--- config.mk ---
export PLATFORM = sky130hd
export DESIGN_NAME = instruction_sequencer
export DESIGN_NICKNAME = d
export VERILOG_FILES = /design/src/rtl/instruction_sequencer_pkg.sv /design/src/rtl/instruction_sequencer_wait_timer.sv /design/src/rtl/instruction_sequencer.sv
export SDC_FILE = /design/constraint.sdc
export NUM_CORES = 1
export LEC_CHECK = 0
export CAP_MARGIN = 20
export CORE_ASPECT_RATIO = 1.1
export CORE_MARGIN = 5
export CORE_UTILIZATION = 54
export CTS_BUF_LIST = sky130_fd_sc_hd__clkbuf_16
export DETAILED_ROUTE_END_ITERATION = 16
export HOLD_SLACK_MARGIN = 0.08
export PLACE_DENSITY = 0.85
export SLEW_MARGIN = 15
export SYNTH_ARGS = -nofsm -noshare
export SYNTH_HDL_FRONTEND = slang
export SYNTH_SLANG_ARGS = --single-unit
--- constraint.sdc ---
create_clock -name clk -period 3.7 [get_ports clk]
set_input_delay 0.74 -clock clk [delete_from_list [all_inputs] [get_ports clk]]
set_output_delay 0.74 -clock clk [all_outputs]
set_load 0.01 [all_outputs]
--- src/rtl/instruction_sequencer_pkg.sv ---
// Shared encodings for the multi-cycle instruction sequencer: FSM states, datapath mux
// selects and the decoder's one-hot opcode class bit positions.
package instruction_sequencer_pkg;

    localparam int NUM_CLASSES = 11;

    localparam int ONEHOT_LUI_INDEX       = 0;
    localparam int ONEHOT_AUIPC_INDEX     = 1;
    localparam int ONEHOT_JAL_INDEX       = 2;
    localparam int ONEHOT_JALR_INDEX      = 3;
    localparam int ONEHOT_BRANCH_INDEX    = 4;
    localparam int ONEHOT_LOAD_INDEX      = 5;
    localparam int ONEHOT_STORE_INDEX     = 6;
    localparam int ONEHOT_ITYPE_ALU_INDEX = 7;
    localparam int ONEHOT_RTYPE_ALU_INDEX = 8;
    localparam int ONEHOT_FENCE_INDEX     = 9;
    localparam int ONEHOT_DEBUG_INDEX     = 10;

    typedef enum logic [2:0] {
        ST_FETCH      = 3'd0,
        ST_DECODE     = 3'd1,
        ST_EXECUTE    = 3'd2,
        ST_MEM        = 3'd3,
        ST_WRITEBACK  = 3'd4,
        ST_TRAP       = 3'd5,
        ST_DEBUG_HALT = 3'd6
    } state_e;

    localparam logic [1:0] ALU_A_RS1    = 2'd0;
    localparam logic [1:0] ALU_A_PC     = 2'd1;
    localparam logic [1:0] ALU_A_ZERO   = 2'd2;
    localparam logic       ALU_B_RS2    = 1'b0;
    localparam logic       ALU_B_IMM    = 1'b1;
    localparam logic       PC_SRC_PLUS4 = 1'b0;
    localparam logic       PC_SRC_ALU   = 1'b1;
    localparam logic [1:0] RD_SRC_ALU   = 2'd0;
    localparam logic [1:0] RD_SRC_MEM   = 2'd1;
    localparam logic [1:0] RD_SRC_PC4   = 2'd2;

    function automatic logic is_onehot(input logic [NUM_CLASSES-1:0] v);
        return (v != '0) && ((v & (v - NUM_CLASSES'(1))) == '0);
    endfunction

endpackage

--- src/rtl/instruction_sequencer_wait_timer.sv ---
// Wait counter for memory handshakes: counts stalled cycles and flags the cycle whose
// stall makes the count reach MAX_WAIT_CYCLES (0 disables the flag entirely).
module sequencer_wait_timer #(
    parameter int MAX_WAIT_CYCLES = 16
) (
    input  logic clk,
    input  logic reset,
    input  logic clear_i,
    input  logic enable_i,
    output logic expired_o
);

    localparam int CW = (MAX_WAIT_CYCLES < 2) ? 1 : $clog2(MAX_WAIT_CYCLES + 1);

    generate
        if (MAX_WAIT_CYCLES == 0) begin : g_disabled
            assign expired_o = 1'b0;
        end else begin : g_enabled
            logic [CW-1:0] count_q;
            logic [CW-1:0] count_d;

            always_comb begin
                count_d = count_q;
                if (clear_i) begin
                    count_d = '0;
                end else if (enable_i && (count_q != CW'(MAX_WAIT_CYCLES))) begin
                    count_d = count_q + CW'(1);
                end
            end

            always_ff @(posedge clk) begin
                if (reset) begin
                    count_q <= '0;
                end else begin
                    count_q <= count_d;
                end
            end

            assign expired_o = enable_i && (count_q == CW'(MAX_WAIT_CYCLES - 1));
        end
    endgenerate

endmodule

--- src/rtl/instruction_sequencer.sv ---
// Multi-cycle fetch/decode/execute/mem/writeback control FSM with retire counter and sticky trap.
// Define INSTRUCTION_SEQUENCER_DEBUG_HALT_EN to make DEBUG instructions halt until debug_resume.
module instruction_sequencer
    import instruction_sequencer_pkg::*;
#(
    parameter int INSTRET_WIDTH   = 32,
    parameter int MAX_WAIT_CYCLES = 16
) (
    input  logic                     clk,
    input  logic                     reset,
    output logic                     imem_req,
    input  logic                     imem_ready,
    output logic                     ir_load,
    input  logic [NUM_CLASSES-1:0]   opcode_selection,
    input  logic                     decoding_error,
    input  logic                     branch_taken,
    output logic                     dmem_req,
    output logic                     dmem_we,
    input  logic                     dmem_ready,
    output logic [1:0]               alu_a_sel,
    output logic                     alu_b_sel,
    output logic                     pc_write,
    output logic                     pc_src,
    output logic                     rd_write,
    output logic [1:0]               rd_src,
    output logic                     trap,
    output logic                     halted,
`ifdef INSTRUCTION_SEQUENCER_DEBUG_HALT_EN
    input  logic                     debug_resume,
`endif
    output logic [INSTRET_WIDTH-1:0] instret
);

    state_e                   state_q, state_d;
    logic [NUM_CLASSES-1:0]   class_q, class_d;
    logic                     taken_q, taken_d;
    logic [INSTRET_WIDTH-1:0] instret_q, instret_d;
    logic                     timer_clear, timer_enable, timer_expired;

    logic is_lui, is_auipc, is_jal, is_jalr, is_branch, is_load, is_store;
    logic is_itype, is_rtype, is_fence, is_debug;

    assign is_lui    = class_q[ONEHOT_LUI_INDEX];
    assign is_auipc  = class_q[ONEHOT_AUIPC_INDEX];
    assign is_jal    = class_q[ONEHOT_JAL_INDEX];
    assign is_jalr   = class_q[ONEHOT_JALR_INDEX];
    assign is_branch = class_q[ONEHOT_BRANCH_INDEX];
    assign is_load   = class_q[ONEHOT_LOAD_INDEX];
    assign is_store  = class_q[ONEHOT_STORE_INDEX];
    assign is_itype  = class_q[ONEHOT_ITYPE_ALU_INDEX];
    assign is_rtype  = class_q[ONEHOT_RTYPE_ALU_INDEX];
    assign is_fence  = class_q[ONEHOT_FENCE_INDEX];
    assign is_debug  = class_q[ONEHOT_DEBUG_INDEX];

    // Kept outside the FSM block so the timer's expired flag never feeds back into its own enable.
    assign timer_enable = !reset && (((state_q == ST_FETCH) && !imem_ready) ||
                                     ((state_q == ST_MEM) && !dmem_ready));
    assign timer_clear  = (state_d != state_q);

    sequencer_wait_timer #(
        .MAX_WAIT_CYCLES(MAX_WAIT_CYCLES)
    ) u_wait_timer (
        .clk       (clk),
        .reset     (reset),
        .clear_i   (timer_clear),
        .enable_i  (timer_enable),
        .expired_o (timer_expired)
    );

    always_comb begin
        state_d   = state_q;
        class_d   = class_q;
        taken_d   = taken_q;
        instret_d = instret_q;
        imem_req  = 1'b0;
        ir_load   = 1'b0;
        dmem_req  = 1'b0;
        dmem_we   = 1'b0;
        alu_a_sel = ALU_A_RS1;
        alu_b_sel = ALU_B_RS2;
        pc_write  = 1'b0;
        pc_src    = PC_SRC_PLUS4;
        rd_write  = 1'b0;
        rd_src    = RD_SRC_ALU;
        trap      = 1'b0;
        halted    = 1'b0;

        // Operand muxes follow the latched class from EXECUTE until the instruction retires.
        if ((state_q == ST_EXECUTE) || (state_q == ST_MEM) || (state_q == ST_WRITEBACK)) begin
            if (is_lui || is_fence || is_debug) begin
                alu_a_sel = ALU_A_ZERO;
            end else if (is_auipc || is_jal || is_branch) begin
                alu_a_sel = ALU_A_PC;
            end
            alu_b_sel = is_rtype ? ALU_B_RS2 : ALU_B_IMM;
        end

        case (state_q)
            ST_FETCH: begin
                imem_req = 1'b1;
                if (imem_ready) begin
                    ir_load = 1'b1;
                    state_d = ST_DECODE;
                end else if (timer_expired) begin
                    state_d = ST_TRAP;
                end
            end
            ST_DECODE: begin
                if (decoding_error || !is_onehot(opcode_selection)) begin
                    state_d = ST_TRAP;
                end else begin
                    class_d = opcode_selection;
                    state_d = ST_EXECUTE;
                end
            end
            ST_EXECUTE: begin
                taken_d = branch_taken;
                if (is_load || is_store) begin
                    state_d = ST_MEM;
`ifdef INSTRUCTION_SEQUENCER_DEBUG_HALT_EN
                end else if (is_debug) begin
                    state_d = ST_DEBUG_HALT;
`endif
                end else begin
                    state_d = ST_WRITEBACK;
                end
            end
            ST_MEM: begin
                dmem_req = 1'b1;
                dmem_we  = is_store;
                if (dmem_ready) begin
                    state_d = ST_WRITEBACK;
                end else if (timer_expired) begin
                    state_d = ST_TRAP;
                end
            end
            ST_WRITEBACK: begin
                pc_write  = 1'b1;
                pc_src    = (is_jal || is_jalr || (is_branch && taken_q)) ? PC_SRC_ALU : PC_SRC_PLUS4;
                rd_write  = is_lui || is_auipc || is_jal || is_jalr || is_load || is_itype || is_rtype;
                rd_src    = (is_jal || is_jalr) ? RD_SRC_PC4 : (is_load ? RD_SRC_MEM : RD_SRC_ALU);
                instret_d = instret_q + INSTRET_WIDTH'(1);
                state_d   = ST_FETCH;
            end
            ST_TRAP: begin
                trap   = 1'b1;
                halted = 1'b1;
            end
`ifdef INSTRUCTION_SEQUENCER_DEBUG_HALT_EN
            ST_DEBUG_HALT: begin
                halted = 1'b1;
                if (debug_resume) begin
                    state_d = ST_WRITEBACK;
                end
            end
`endif
            default: begin
                state_d = ST_TRAP;
            end
        endcase

        // The state register only clears at the edge, so outputs are forced quiet during reset.
        if (reset) begin
            imem_req  = 1'b0;
            ir_load   = 1'b0;
            dmem_req  = 1'b0;
            dmem_we   = 1'b0;
            alu_a_sel = ALU_A_RS1;
            alu_b_sel = ALU_B_RS2;
            pc_write  = 1'b0;
            pc_src    = PC_SRC_PLUS4;
            rd_write  = 1'b0;
            rd_src    = RD_SRC_ALU;
            trap      = 1'b0;
            halted    = 1'b0;
        end
    end

    always_ff @(posedge clk) begin
        if (reset) begin
            state_q   <= ST_FETCH;
            class_q   <= '0;
            taken_q   <= 1'b0;
            instret_q <= '0;
        end else begin
            state_q   <= state_d;
            class_q   <= class_d;
            taken_q   <= taken_d;
            instret_q <= instret_d;
        end
    end

    assign instret = instret_q;

endmodule

==> metrics.md <==
| Metric | Value |
|---|---|
| Initial Util | 55.3% |
| Syn avg cell area | 8.19 um^2 |
| Initial detailed-routing violation count | 121 |
| Final Core Density | 71.1% |
| Hold Vio Cnt, Final | 0 |
| IO buf count | 62 |
| Post-Route WL | 6320 um |
| Pwr Total | 1.16 mW |
| First-pass GRT wire length | 10600 um |
| TritonCTS clock tree | built |
| Sequential element share of the synthesized area | 37.9% |
| Largest net degree at the start of global routing | 33 |
| Status | complete, no violations |
| Die height | 84.8 um |
| Setup TNS | 0 ns |
| Critical-path maximum fanout | 32 |
| Initial antenna violation count | 0 |
| Clock transition at path regs | 0.06 ns |
| P_int | 874 uW |
| Vias per cell | 5.55 |
| Min-delay src | class_q[7] |
| CP endpoint kind | output port |
| Max Transition Viols Final | 0 |
| Yosys warnings | 0 |
| Post-synthesis adder-cell area fraction | 2.19% |
| Classification of the worst setup path | input pin to output port |
| Post-synthesis mux area share | 4.79% |
| Placed insts | 444 |
| GR Overflow Total | 0 |
| Mapped Area | 0.00275 mm^2 |
| Floorplan row count | 27 |
| Final period util | 82.8% |
| XOR/XNOR Fraction of Synth Area | 8.93% |
| DR DRC count | 0 |
| Unrepaired setup endpoints after global routing | no |
| Nets | 414 |
| Clock latency on the worst-skew pair | 0.29 ns |
| Final ANT Viol Nets | 0 |
| Clk sinks | 52 |
| Drt wl/cell | 14.0 um |
| ANT cells | 0 |
| Post-CTS Setup Bufs | 0 |
| Main synth FF type | dfxtp_1 |
| First drt pass iteration count | 4 |
| Flop pwr share | 50.4% |
| Sw power | 285 uW |
| GRT Total Usage | 19.2% |
| CP arrival | 2.33 ns |
| Slew @ Worst Pin | 0.759 ns |
| Post-synth EDFFs | 0 |
| Post-route minimum period | 3.07 ns |
| Switching Share | 24.6% |
| Post-synthesis net count | 356 |
| Fmax | 0.326 GHz |
| Hpwl dp | 4660 um |
| Synth top area cells | dfxtp_1, nor2_1, xor2_1 |
| Fillers | 394 |
| Compound-Gate Fraction of Synth Area | 12.4% |
| Max-cap violation count | 0 |
| Startpoint Class | input pin |
| Synth top cells by count | dfxtp_1, nor2_1, nand2_1, nand2b_1, a21oi_1 |
| Worst-case clock skew | 0.00650 ns |
| Area of the multi-input gates | 0.00160 mm^2 |
| Design area | 0.00353 mm^2 |
| Synthesized instance count | 335 |
| Worst VDD drop | 209 uV |
| Layout cell share with drive strength beyond 1 | 4.83% |
| Simple-gate portion of the synthesized area | 29.9% |
| CTS root buffer | clkbuf_16 |
| Yosys reg bits | 52 |
| Yosys top cell by area | dfxtp_1 |
| Final setup viols | 0 |
| Die X | 78.0 um |
| Combinational power share | 11.4% |
| Reg2reg start | state_q[2] |
| Reg area | 0.00104 mm^2 |
| Worst endpoint required time | 2.96 ns |
| CTS Hold Bufs | 0 |
| Largest family of logic cells by synthesized area | simple AND/OR/NAND/NOR gates |
| Share of the synthesized area in the top cell type | 37.9% |
| Core footprint | 0.00497 mm^2 |
| Slew headroom | 49.0% |
| Num ports | 63 |
| Leak | 1.20 nW |
| Distinct cells, synth | 47 |
| Final Non-Filler Cells | 451 |
| Ys async rst share | 0% |
| Post-CTS sizing | 0 |
| Clock Power Share | 38.2% |
| DIE AREA | 0.00661 mm^2 |
| CTS buffer count | 5 |
| H-tree depth | 2 |
| Placed Area | 0.00339 mm^2 |
| Via count | 2502 |
| Source of the critical timing path | reset |
| Area grow syn2layout | 28.6% |
| Max Buffers Root-to-Sink | 2 |
| Most numerous cell in the Yosys netlist | dfxtp_1 |
| Vias in the first global route | 2417 |
| Final Wtd Congestion | 0.783 |
| Hold Crit Class | flop to flop |
| Pwr per Cell Area | 329 mW/mm^2 |
==> per-stage QoR <==
stage,hold WS (ns),setup WS (ns)
floorplan,0.448,1.07
detailed placement,0.471,0.498
global placement,0.462,0.612
global route,0.513,0.560
finish,0.477,0.635
CTS,0.482,0.646
==> flip-flops by register name, summed over array words and instances, names as in the netlist <==
signal                          count
class_q                            11
u_wait_timer.g_enabled.count_q      5
state_q                             3
instret                            32
taken_q                             1
==> power groups by stage <==
| stage | clock network, mW | registers, mW | logic [mW] |
|---|---|---|---|
| final | 0.443 | 0.585 | 0.132 |
| after global routing | 0.474 | 0.586 | 0.144 |
| after CTS | 0.448 | 0.584 | 0.132 |
| after detailed placement | 0 | 0.597 | 0.131 |
| after global placement | 0 | 0.596 | 0.129 |
| after floorplan | 0 | 0.586 | 0.0844 |
==> kinds of logic (layout without fill, tap and decap cells) <==
logic type	after synthesis	in the layout
AO/OA/AOI/OAI	53	53
XOR/XNOR	28	28
adder cells (fa/ha/maj)	5	5
buffers and inverters	26	84
flip-flops	52	52
multiplexers	13	13
AND/OR/NAND/NOR	158	158
==> routing by layer <==
layer / up-vias / wire, um / share of wire, % / global-route usage, %
li1: 1277 / - / - / -
met1: 1162 / 2770 / 44 / 22.8
met2: 56 / 3190 / 50 / 34.3
met3: 7 / 289 / 4.6 / 4.18
met4: 0 / 69 / 1.1 / 5.38
met5: - / 0 / 0 / 0
==> cells in the final DEF (no fill, tap or decap), types with 2 or more instances in the layout <==
master           count
and4_1               3
nor4_1               4
nor3_1               7
and2_1               2
a21oi_1             21
a31oi_1              7
nand2_1             26
o21ai_0              9
nand3_1             11
clkbuf_16            5
nand2b_1            26
xnor2_1              9
nand4_1             11
ha_1                 4
o31ai_1              2
o22ai_1              2
mux2i_1             12
clkdlybuf4s50_1     61
or2_2                3
inv_1               12
or3_1                7
dfxtp_1             52
buf_4                3
xor2_1              19
nor2_1              48
and3_1               4
==> final timing paths <==
kind / to / cells after the start / slack [ns]
max: rd_src[0] / 6 / 0.63
max reg2reg: instret[30] / 6 / 0.95
min: class_q[7] / 2 / 0.48
min reg2reg: class_q[7] / 2 / 0.48
==> layout make-up <==
class / instances / area share (%)
repair buffers: 65 / 18.1
multi-input cells: 257 / 45.2
flip-flops and latches: 52 / 29.5
inverters: 12 / 1.28
clock buffers: 5 / 3.54
well taps: 58 / 2.06
clock inverters: 2 / 0.354
==> worst max-delay path, cell delays in order <==
cell and delay (ns):
buf_2 0.25, nand2b_1 0.22, or2_2 0.34, inv_1 0.08, and3_1 0.15, clkdlybuf4s50_1 0.55
(Power assumes the default switching activity.)
